--- config.mk ---
export PLATFORM = sky130hd
export DESIGN_NAME = calc_sequencer
export DESIGN_NICKNAME = d
export VERILOG_FILES = /design/src/rtl/calc_sequencer.sv
export SDC_FILE = /design/constraint.sdc
export NUM_CORES = 1
export LEC_CHECK = 0
export CAP_MARGIN = 20
export CELL_PAD_IN_SITES_DETAIL_PLACEMENT = 1
export CELL_PAD_IN_SITES_GLOBAL_PLACEMENT = 2
export CORE_ASPECT_RATIO = 2
export CORE_MARGIN = 3
export CORE_UTILIZATION = 25
export DETAILED_ROUTE_END_ITERATION = 10
export PLACE_DENSITY = 0.85
export SYNTH_ARGS = -nofsm -noshare
export SYNTH_HDL_FRONTEND = slang
export SYNTH_SLANG_ARGS = --single-unit
export TNS_END_PERCENT = 5
--- constraint.sdc ---
create_clock -name clk -period 2.4 [get_ports clk]
set_input_delay 0.48 -clock clk [delete_from_list [all_inputs] [get_ports clk]]
set_output_delay 0.48 -clock clk [all_outputs]
set_load 0.02 [all_outputs]
--- src/rtl/calc_sequencer.sv ---
// Calculator control sequencer: collects keypad events, captures operands, drives the ALU handshake.
// Optional CALC_CHAIN_EN: operator/equals in RESULT chain onto the previous result.
module calc_sequencer #(
  parameter int MAX_DIGITS  = 10,
  parameter int ALU_TIMEOUT = 255
) (
  input  logic        clk,
  input  logic        reset,
  input  logic        key_valid,
  input  logic [3:0]  key_code,
  input  logic [31:0] operand_in,
  input  logic        alu_done,
  input  logic [31:0] alu_result,
  input  logic        alu_err,
  output logic        input_clr_n,
  output logic [31:0] op_a,
  output logic [31:0] op_b,
  output logic [1:0]  opcode,
  output logic        alu_start,
  output logic [1:0]  disp_sel,
  output logic [3:0]  digit_cnt,
  output logic        busy,
  output logic        error
);

  localparam int TW = (ALU_TIMEOUT > 1) ? $clog2(ALU_TIMEOUT) : 1;
  localparam logic [TW-1:0] TIMER_LAST  = TW'(ALU_TIMEOUT - 1);
  localparam logic [3:0]    DIGIT_LIMIT = 4'(MAX_DIGITS);

  typedef enum logic [2:0] {
    S_ENTER_A,
    S_OP_WAIT,
    S_ENTER_B,
    S_EXEC,
    S_RESULT,
    S_ERR
  } state_t;

  state_t         r_state;
  logic [31:0]    r_op_a;
  logic [31:0]    r_op_b;
  logic [1:0]     r_opcode;
  logic [3:0]     r_digit_cnt;
  logic           r_clr_n;
  logic           r_alu_start;
  logic [TW-1:0]  r_timer;

  state_t         w_state_next;
  logic [31:0]    w_op_a_next;
  logic [31:0]    w_op_b_next;
  logic [1:0]     w_opcode_next;
  logic [3:0]     w_digit_cnt_next;
  logic           w_clr_n_next;
  logic           w_alu_start_next;
  logic [TW-1:0]  w_timer_next;

  logic           w_is_digit;
  logic           w_is_oper;
  logic           w_is_equals;
  logic           w_is_clear;
  logic [1:0]     w_key_opcode;
  logic           w_can_add_digit;

  assign w_is_digit      = key_valid && (key_code <= 4'd9);
  assign w_is_oper       = key_valid && (key_code >= 4'hA) && (key_code <= 4'hD);
  assign w_is_equals     = key_valid && (key_code == 4'hE);
  assign w_is_clear      = key_valid && (key_code == 4'hF);
  // A..D map to 00..11: low two bits plus 2 wraps 10,11,00,01 onto 00,01,10,11
  assign w_key_opcode    = key_code[1:0] + 2'd2;
  assign w_can_add_digit = (r_digit_cnt < DIGIT_LIMIT);

  always_ff @(posedge clk) begin
    if (!reset) begin
      r_state     <= S_ENTER_A;
      r_op_a      <= '0;
      r_op_b      <= '0;
      r_opcode    <= '0;
      r_digit_cnt <= '0;
      r_clr_n     <= 1'b0;
      r_alu_start <= 1'b0;
      r_timer     <= '0;
    end else begin
      r_state     <= w_state_next;
      r_op_a      <= w_op_a_next;
      r_op_b      <= w_op_b_next;
      r_opcode    <= w_opcode_next;
      r_digit_cnt <= w_digit_cnt_next;
      r_clr_n     <= w_clr_n_next;
      r_alu_start <= w_alu_start_next;
      r_timer     <= w_timer_next;
    end
  end

  always_comb begin
    w_state_next     = r_state;
    w_op_a_next      = r_op_a;
    w_op_b_next      = r_op_b;
    w_opcode_next    = r_opcode;
    w_digit_cnt_next = r_digit_cnt;
    w_clr_n_next     = 1'b1;
    w_alu_start_next = 1'b0;
    w_timer_next     = r_timer;

    // Clear wins over every other key, but an operation in flight cannot be aborted
    if (w_is_clear && (r_state != S_EXEC)) begin
      w_state_next     = S_ENTER_A;
      w_op_a_next      = '0;
      w_op_b_next      = '0;
      w_opcode_next    = 2'b00;
      w_digit_cnt_next = '0;
      w_clr_n_next     = 1'b0;
    end else begin
      unique case (r_state)
        S_ENTER_A: begin
          if (w_is_digit) begin
            if (w_can_add_digit) w_digit_cnt_next = r_digit_cnt + 4'd1;
          end else if (w_is_oper && (r_digit_cnt != 4'd0)) begin
            w_op_a_next      = operand_in;
            w_opcode_next    = w_key_opcode;
            w_clr_n_next     = 1'b0;
            w_digit_cnt_next = '0;
            w_state_next     = S_OP_WAIT;
          end
        end
        S_OP_WAIT: begin
          if (w_is_oper) begin
            w_opcode_next = w_key_opcode;
          end else if (w_is_digit) begin
            w_digit_cnt_next = 4'd1;
            w_state_next     = S_ENTER_B;
          end
        end
        S_ENTER_B: begin
          if (w_is_digit) begin
            if (w_can_add_digit) w_digit_cnt_next = r_digit_cnt + 4'd1;
          end else if (w_is_equals && (r_digit_cnt != 4'd0)) begin
            w_op_b_next      = operand_in;
            w_alu_start_next = 1'b1;
            w_digit_cnt_next = '0;
            w_timer_next     = '0;
            w_state_next     = S_EXEC;
          end
        end
        S_EXEC: begin
          // Timer counts EXEC cycles from the one carrying alu_start
          if (alu_done) begin
            if (alu_err) begin
              w_state_next = S_ERR;
            end else begin
              w_op_a_next  = alu_result;
              w_state_next = S_RESULT;
            end
          end else if (r_timer == TIMER_LAST) begin
            w_state_next = S_ERR;
          end else begin
            w_timer_next = r_timer + 1'b1;
          end
        end
        S_RESULT: begin
          if (w_is_digit) begin
            w_clr_n_next     = 1'b0;
            w_digit_cnt_next = 4'd1;
            w_state_next     = S_ENTER_A;
          end
`ifdef CALC_CHAIN_EN
          else if (w_is_oper) begin
            w_opcode_next = w_key_opcode;
            w_state_next  = S_OP_WAIT;
          end else if (w_is_equals) begin
            w_alu_start_next = 1'b1;
            w_timer_next     = '0;
            w_state_next     = S_EXEC;
          end
`endif
        end
        S_ERR: begin
          w_state_next = S_ERR;
        end
        default: begin
          w_state_next = S_ENTER_A;
        end
      endcase
    end
  end

  always_comb begin
    disp_sel = 2'b00;
    if (r_state == S_RESULT) disp_sel = 2'b01;
    else if (r_state == S_ERR) disp_sel = 2'b10;
  end

  assign busy        = (r_state == S_EXEC);
  assign error       = (r_state == S_ERR);
  assign input_clr_n = r_clr_n;
  assign op_a        = r_op_a;
  assign op_b        = r_op_b;
  assign opcode      = r_opcode;
  assign alu_start   = r_alu_start;
  assign digit_cnt   = r_digit_cnt;

endmodule

## Yosys cells after proc, flatten, opt, wreduce, memory -nomap -nowiden

Cells that the tools add are included.

- Register bits: 83
- Output and inout bits: 76
- Word-level logic and storage cells: 105

- Add/subtract/negate cells: 3
- $lt $le $gt $ge: 4
- Equal/unequal tests: 24
- Multiplexer cells: 40
- Bitwise logic cells: 4
- Reduce and logical (&&, ||, !) cells: 22

Operators with widths:

| kind | count |
|---|---|
| 32-bit 2-to-1 mux | 4 |
| 32-bit case mux with 2 select lines | 1 |
| 8-bit 2-to-1 mux | 4 |
| 4-bit 2-to-1 mux | 7 |
| 3-bit 2-to-1 mux | 9 |
| 2-bit != test, second input constant | 12 |
| 3-bit case mux with 6 select lines | 1 |
| 4-bit case mux with 4 select lines | 1 |
| 8-bit case mux with 2 select lines | 1 |
| 2-bit 2-to-1 mux | 5 |
| 8-bit by 1-bit adder with 8-bit output, second input constant | 1 |
| 4-bit == test, second input constant | 2 |
| 8-bit == test, second input constant | 1 |
| 4-bit less-or-equal comparator, second input constant | 2 |
| 1-bit logical AND | 8 |
| 4-bit AND reduction | 2 |
| 8-bit AND reduction | 1 |
| 4-bit nonzero test | 2 |
| 3-bit by 2-bit == test with 1-bit output, second input constant | 2 |
| 3-bit == test, second input constant | 2 |
| 3-bit by 2-bit != test with 1-bit output, second input constant | 2 |
| 3-bit != test, second input constant | 2 |
| 6-bit AND reduction | 1 |
| 2-bit nonzero test | 3 |
| 14 further kinds | 21 |

## Longest topological paths before layout

- Depth after elaboration: 7
- Gate-level depth with buffers: 8

## Worst setup path before layout

No wires, ideal clock.

- Path type: flip-flop to flip-flop
- From: register r_digit_cnt[0] (netlist: digit_cnt[0])
- To: register r_op_a[0] (netlist: op_a[0])
- Library setup time: 0.133 ns
- Arrival: 1.872 ns
- Data required time: 2.267 ns
- Setup slack: 0.395 ns
- Stages on the path, launching flop included: 9
- Cells stage by stage: dfxtp_1 -> inv_1 -> ha_1 -> nor3b_4 -> nor4_4 -> or2_1 -> clkbuf_1 -> buf_2 -> a311oi_1

- Word-level cells in the longest chain between the ends: 4

Ends and longest elaborated chain:

| element | line | source |
|---|---|---|
| start, declared | 43 | `logic [3:0] r_digit_cnt;` |
| start signal, assigned | 87 | `r_digit_cnt <= w_digit_cnt_next;` |
| 4-bit nonzero test | 117 | `end else if (w_is_oper && (r_digit_cnt != 4'd0)) begin` |
| 1-bit logical AND | 117 |  |
| 2-bit != test (no source line) | - |  |
| 5-bit AND reduction (no source line) | - |  |
| end signal, assigned | 84 | `r_op_a <= w_op_a_next;` |
| end, declared | 40 | `logic [31:0] r_op_a;` |

No other way between the ends.
A chain may end at the register's enable or synchronous reset.

## Final worst setup path

- From: register r_state[0]
- To: output port disp_sel[1]

- Word-level cells in the longest chain between the ends: 3

Ends and longest elaborated chain:

| element | line | source |
|---|---|---|
| start, declared | 39 | `state_t r_state;` |
| start signal, assigned | 83 | `r_state <= w_state_next;` |
| 3-bit == test | 189 | `else if (r_state == S_ERR) disp_sel = 2'b10;` |
| 2-bit 2-to-1 mux | 189 |  |
| 2-bit 2-to-1 mux (*) | 188 | `if (r_state == S_RESULT) disp_sel = 2'b01;` |
| end, declared | 20 | `output logic [1:0] disp_sel,` |

Mark *: on every way between the ends. The rest lies on a longest branch, timed or not.

==> flow_summary_export.csv <==
group,metric,value,unit
critical_path,slowest_delay,0.63,ns
power,power_frac_clock,42.1,%
yosys,ys.flop_type,"dfxtp_1",
yosys,synth_cell_types,58,
finish,drive_gt1_share,19.0,%
timing,slew_headroom,46.3,%
power,ir_drop,291,uV
global_routing,grt_max_degree,41,
min_path,hold_path.class,"register to register",
clock_network,cts.clk_slew.worst_paths,0.07,ns
clock_network,worst_skew_pair.late_latency,0.34,ns
route,vias,4130,
global_routing,grt_pass1_vias,4550,
finish,fillers,1803,
finish,multi_input_area,0.00211,mm^2
timing,min_period,2.28,ns
yosys,ys_ff_latch,83,
placement,gp_congestion,0.919,
power,p_int,2.33,mW
global_routing,antenna_found_initial,0,
die,core,0.0155,mm^2
clock_network,hold_buffers,0,
clock_network,cts_max_level,3,
critical_path,worstPathRequired,1.92,ns
outcome,status,"complete, no violations",
die,die-height,185,um
placement,hpwl,11.9,mm
placement,placedInstanceArea,0.00585,mm^2
critical_path,crit_family,"buffers and inverters",
finish,final_common_cell,"clkdlybuf4s50_1",
finish,mostFrequentLayoutCells,"147 x clkdlybuf4s50_1, 106 x nand2_1, 82 x dfxtp_1",
power,power_density,512,mW/mm^2
timing,rsz0062_at_grt,"no",
finish,fin_nets,698,
yosys,synth-edff-count,0,
finish,final_area,0.00614,mm^2
global_routing,grt_pass1_wl,23.9,mm
timing,slew_viol_final,0,
power,switchingPower,0.816,mW
timing,setup_violations,0,
clock_network,cts-root-buf,"clkbuf_16",
route,dr.pass1.iters,5,
die,die_area,0.0176,mm^2
yosys,yosysWarnings,0,
critical_path,path_max_fanout,7,
die,dieWidth,95.4,um
finish,seqCellArea,0.00166,mm^2
yosys,synth_fp_nets,546,
timing,layout_setup_ws,0.122,ns
yosys,synthArstFlopShare,0,%
critical_path,crit_path_start_kind,"register",
critical_path,slowest_stage,"clkdlybuf4s50_1",
yosys,synth-seq-area-share,41.6,%
die,start_util,25.9,%
critical_path,cp.arrival,1.80,ns
route,postRouteAntennaNets,0,
critical_path,worst-path-buf-inv,2,
yosys,synthesis.area,0.00400,mm^2
yosys,syn_avg_cell_area,8.53,um^2
timing,skew,0.00824,ns
power,power_leakage,2.09,nW
min_path,hold_depth,2,
timing,worst_slew_pin_slew,0.785,ns
placement,io_buffer_count,148,
clock_network,clock-sinks,83,
power,seq_power_share,45.0,%
job,maxCapViolations,0,
power,finalPower,3.14,mW
critical_path,r2r_cells,7,
power,comb_power_share,12.9,%
route,wl,15.3,mm
route,drc,0,
timing,period_share,94.9,%
global_routing,overflow,0,
clock_network,cts-buffers-inserted,9,
yosys,syn_inst,469,
critical_path,crit_type,"register to output pin",
critical_path,crit_cells,3,
route,wire_per_inst,18.6,um
power,switching_share,26.0,%
global_routing,grt_use_total,17.6,%
clock_network,cts.path.max_buffers,2,
timing,hold_violations,0,
route,routed_via_density,5.01,
die,io_pins,149,
critical_path,worstPathCellList,"inv_1, nor3_1, clkdlybuf4s50_1",
route,drtIter0Drc,135,
finish,diodes,0,
timing,tns,0,ns
die,rows,64,
clock_network,cts_tree,"yes",
finish,area_delta_synth_final,53.6,%
critical_path,endpoint_kind,"output pin",
placement,pre_cts_ws,-0.131,ns
timing,fmax,0.439,GHz
-- what timing repair did --
item	in CTS	in global routing
endpoints found under the setup margin	3	2
buffers inserted	0	0
resized for setup	1	2
-- kinds of logic after synthesis --
kind of cell	Yosys count	share of synthesized area, %
AOI/OAI and AO/OA	113	23.2
buffers and inverters	52	6.54
DFF	83	41.6
xor gates and xnor gates	4	0.876
muxes	1	0.250
and+or+nand+nor	212	26.3
adders and majority gates	4	1.25
-- state kept, by name, summed over array words and instances, names as in the netlist --
register and flops:
op_a 32, op_b 32, r_timer 8, digit_cnt 4, r_state 3, opcode 2
alu_start 1, input_clr_n 1
-- worst min-delay path: stages (launching register included) --
cell     delay (ns)
dfxtp_1        0.32
nand2_2        0.06
a21oi_2        0.04
-- cells in the mapped netlist, types with 2 or more instances --
| cell type | count | share of area [%] |
|---|---|---|
| buf_2 | 11 | 1.4 |
| buf_4 | 2 | 0.38 |
| nand4b_1 | 2 | 0.44 |
| a2111oi_0 | 3 | 0.66 |
| inv_1 | 12 | 1.1 |
| nand3b_1 | 2 | 0.38 |
| dfxtp_1 | 83 | 42 |
| ha_1 | 4 | 1.3 |
| clkbuf_1 | 20 | 1.9 |
| o41ai_1 | 2 | 0.44 |
| nand2_1 | 106 | 9.9 |
| a21oi_1 | 10 | 1.3 |
| o21ai_0 | 4 | 0.50 |
| nand3_1 | 7 | 0.88 |
| or3_1 | 2 | 0.31 |
| a211oi_1 | 8 | 1.5 |
| o21a_1 | 2 | 0.38 |
| nand2_2 | 29 | 4.5 |
| a21oi_2 | 29 | 6.4 |
| nor2_1 | 10 | 0.94 |
| buf_6 | 6 | 1.7 |
| nor3_1 | 37 | 4.6 |
| and2_1 | 3 | 0.47 |
| or2_1 | 2 | 0.31 |
| a31oi_1 | 4 | 0.63 |
| xnor2_1 | 3 | 0.66 |
| a311oi_1 | 33 | 7.2 |
| a211o_1 | 3 | 0.66 |
-- cell type report --
class                           count  area share (%)
Clock buffer                       10            3.73
Inverter                           13           0.794
Tap cell                          198            4.03
Clock inverter                      6           0.794
Sequential cell                    83            27.1
Timing Repair Buffer              180            29.3
Multi-Input combinational cell    334            34.3
-- path summary, 6_finish.rpt --
| kind | slack, ns | start | end |
|---|---|---|---|
| max | 0.12 | r_state[0] | disp_sel[1] |
| min | 0.46 | op_b[30] | op_b[30] |
| max reg2reg | 0.27 | digit_cnt[0] | op_a[25] |
| min reg2reg | 0.46 | op_b[30] | op_b[30] |
-- power groups by stage --
stage	Clock, mW	Combinational [mW]	Sequential (mW)
finish	1.32	0.405	1.41
global route	1.43	0.433	1.42
CTS	1.36	0.407	1.41
detailed placement	0	0.405	1.45
global placement	0	0.394	1.44
floorplan	0	0.132	1.47
-- metrics by stage --
step	hold slack, ns	util (%)	instances
finish	0.461	39.7	824
global route	0.486	39.7	824
CTS	0.464	39.7	824
detailed placement	0.455	37.9	808
global placement	0.450	37.9	808
floorplan	0.442	-	469
-- layer usage --
layer | track usage, % | up-vias | share of wire [%]
li1 | - | 1963 | -
met1 | 16.6 | 2020 | 34
met2 | 35.1 | 116 | 59
met3 | 3.21 | 31 | 4.0
met4 | 7.92 | 0 | 3.5
met5 | 0 | - | 0
Power figures use the tool's default switching activity.
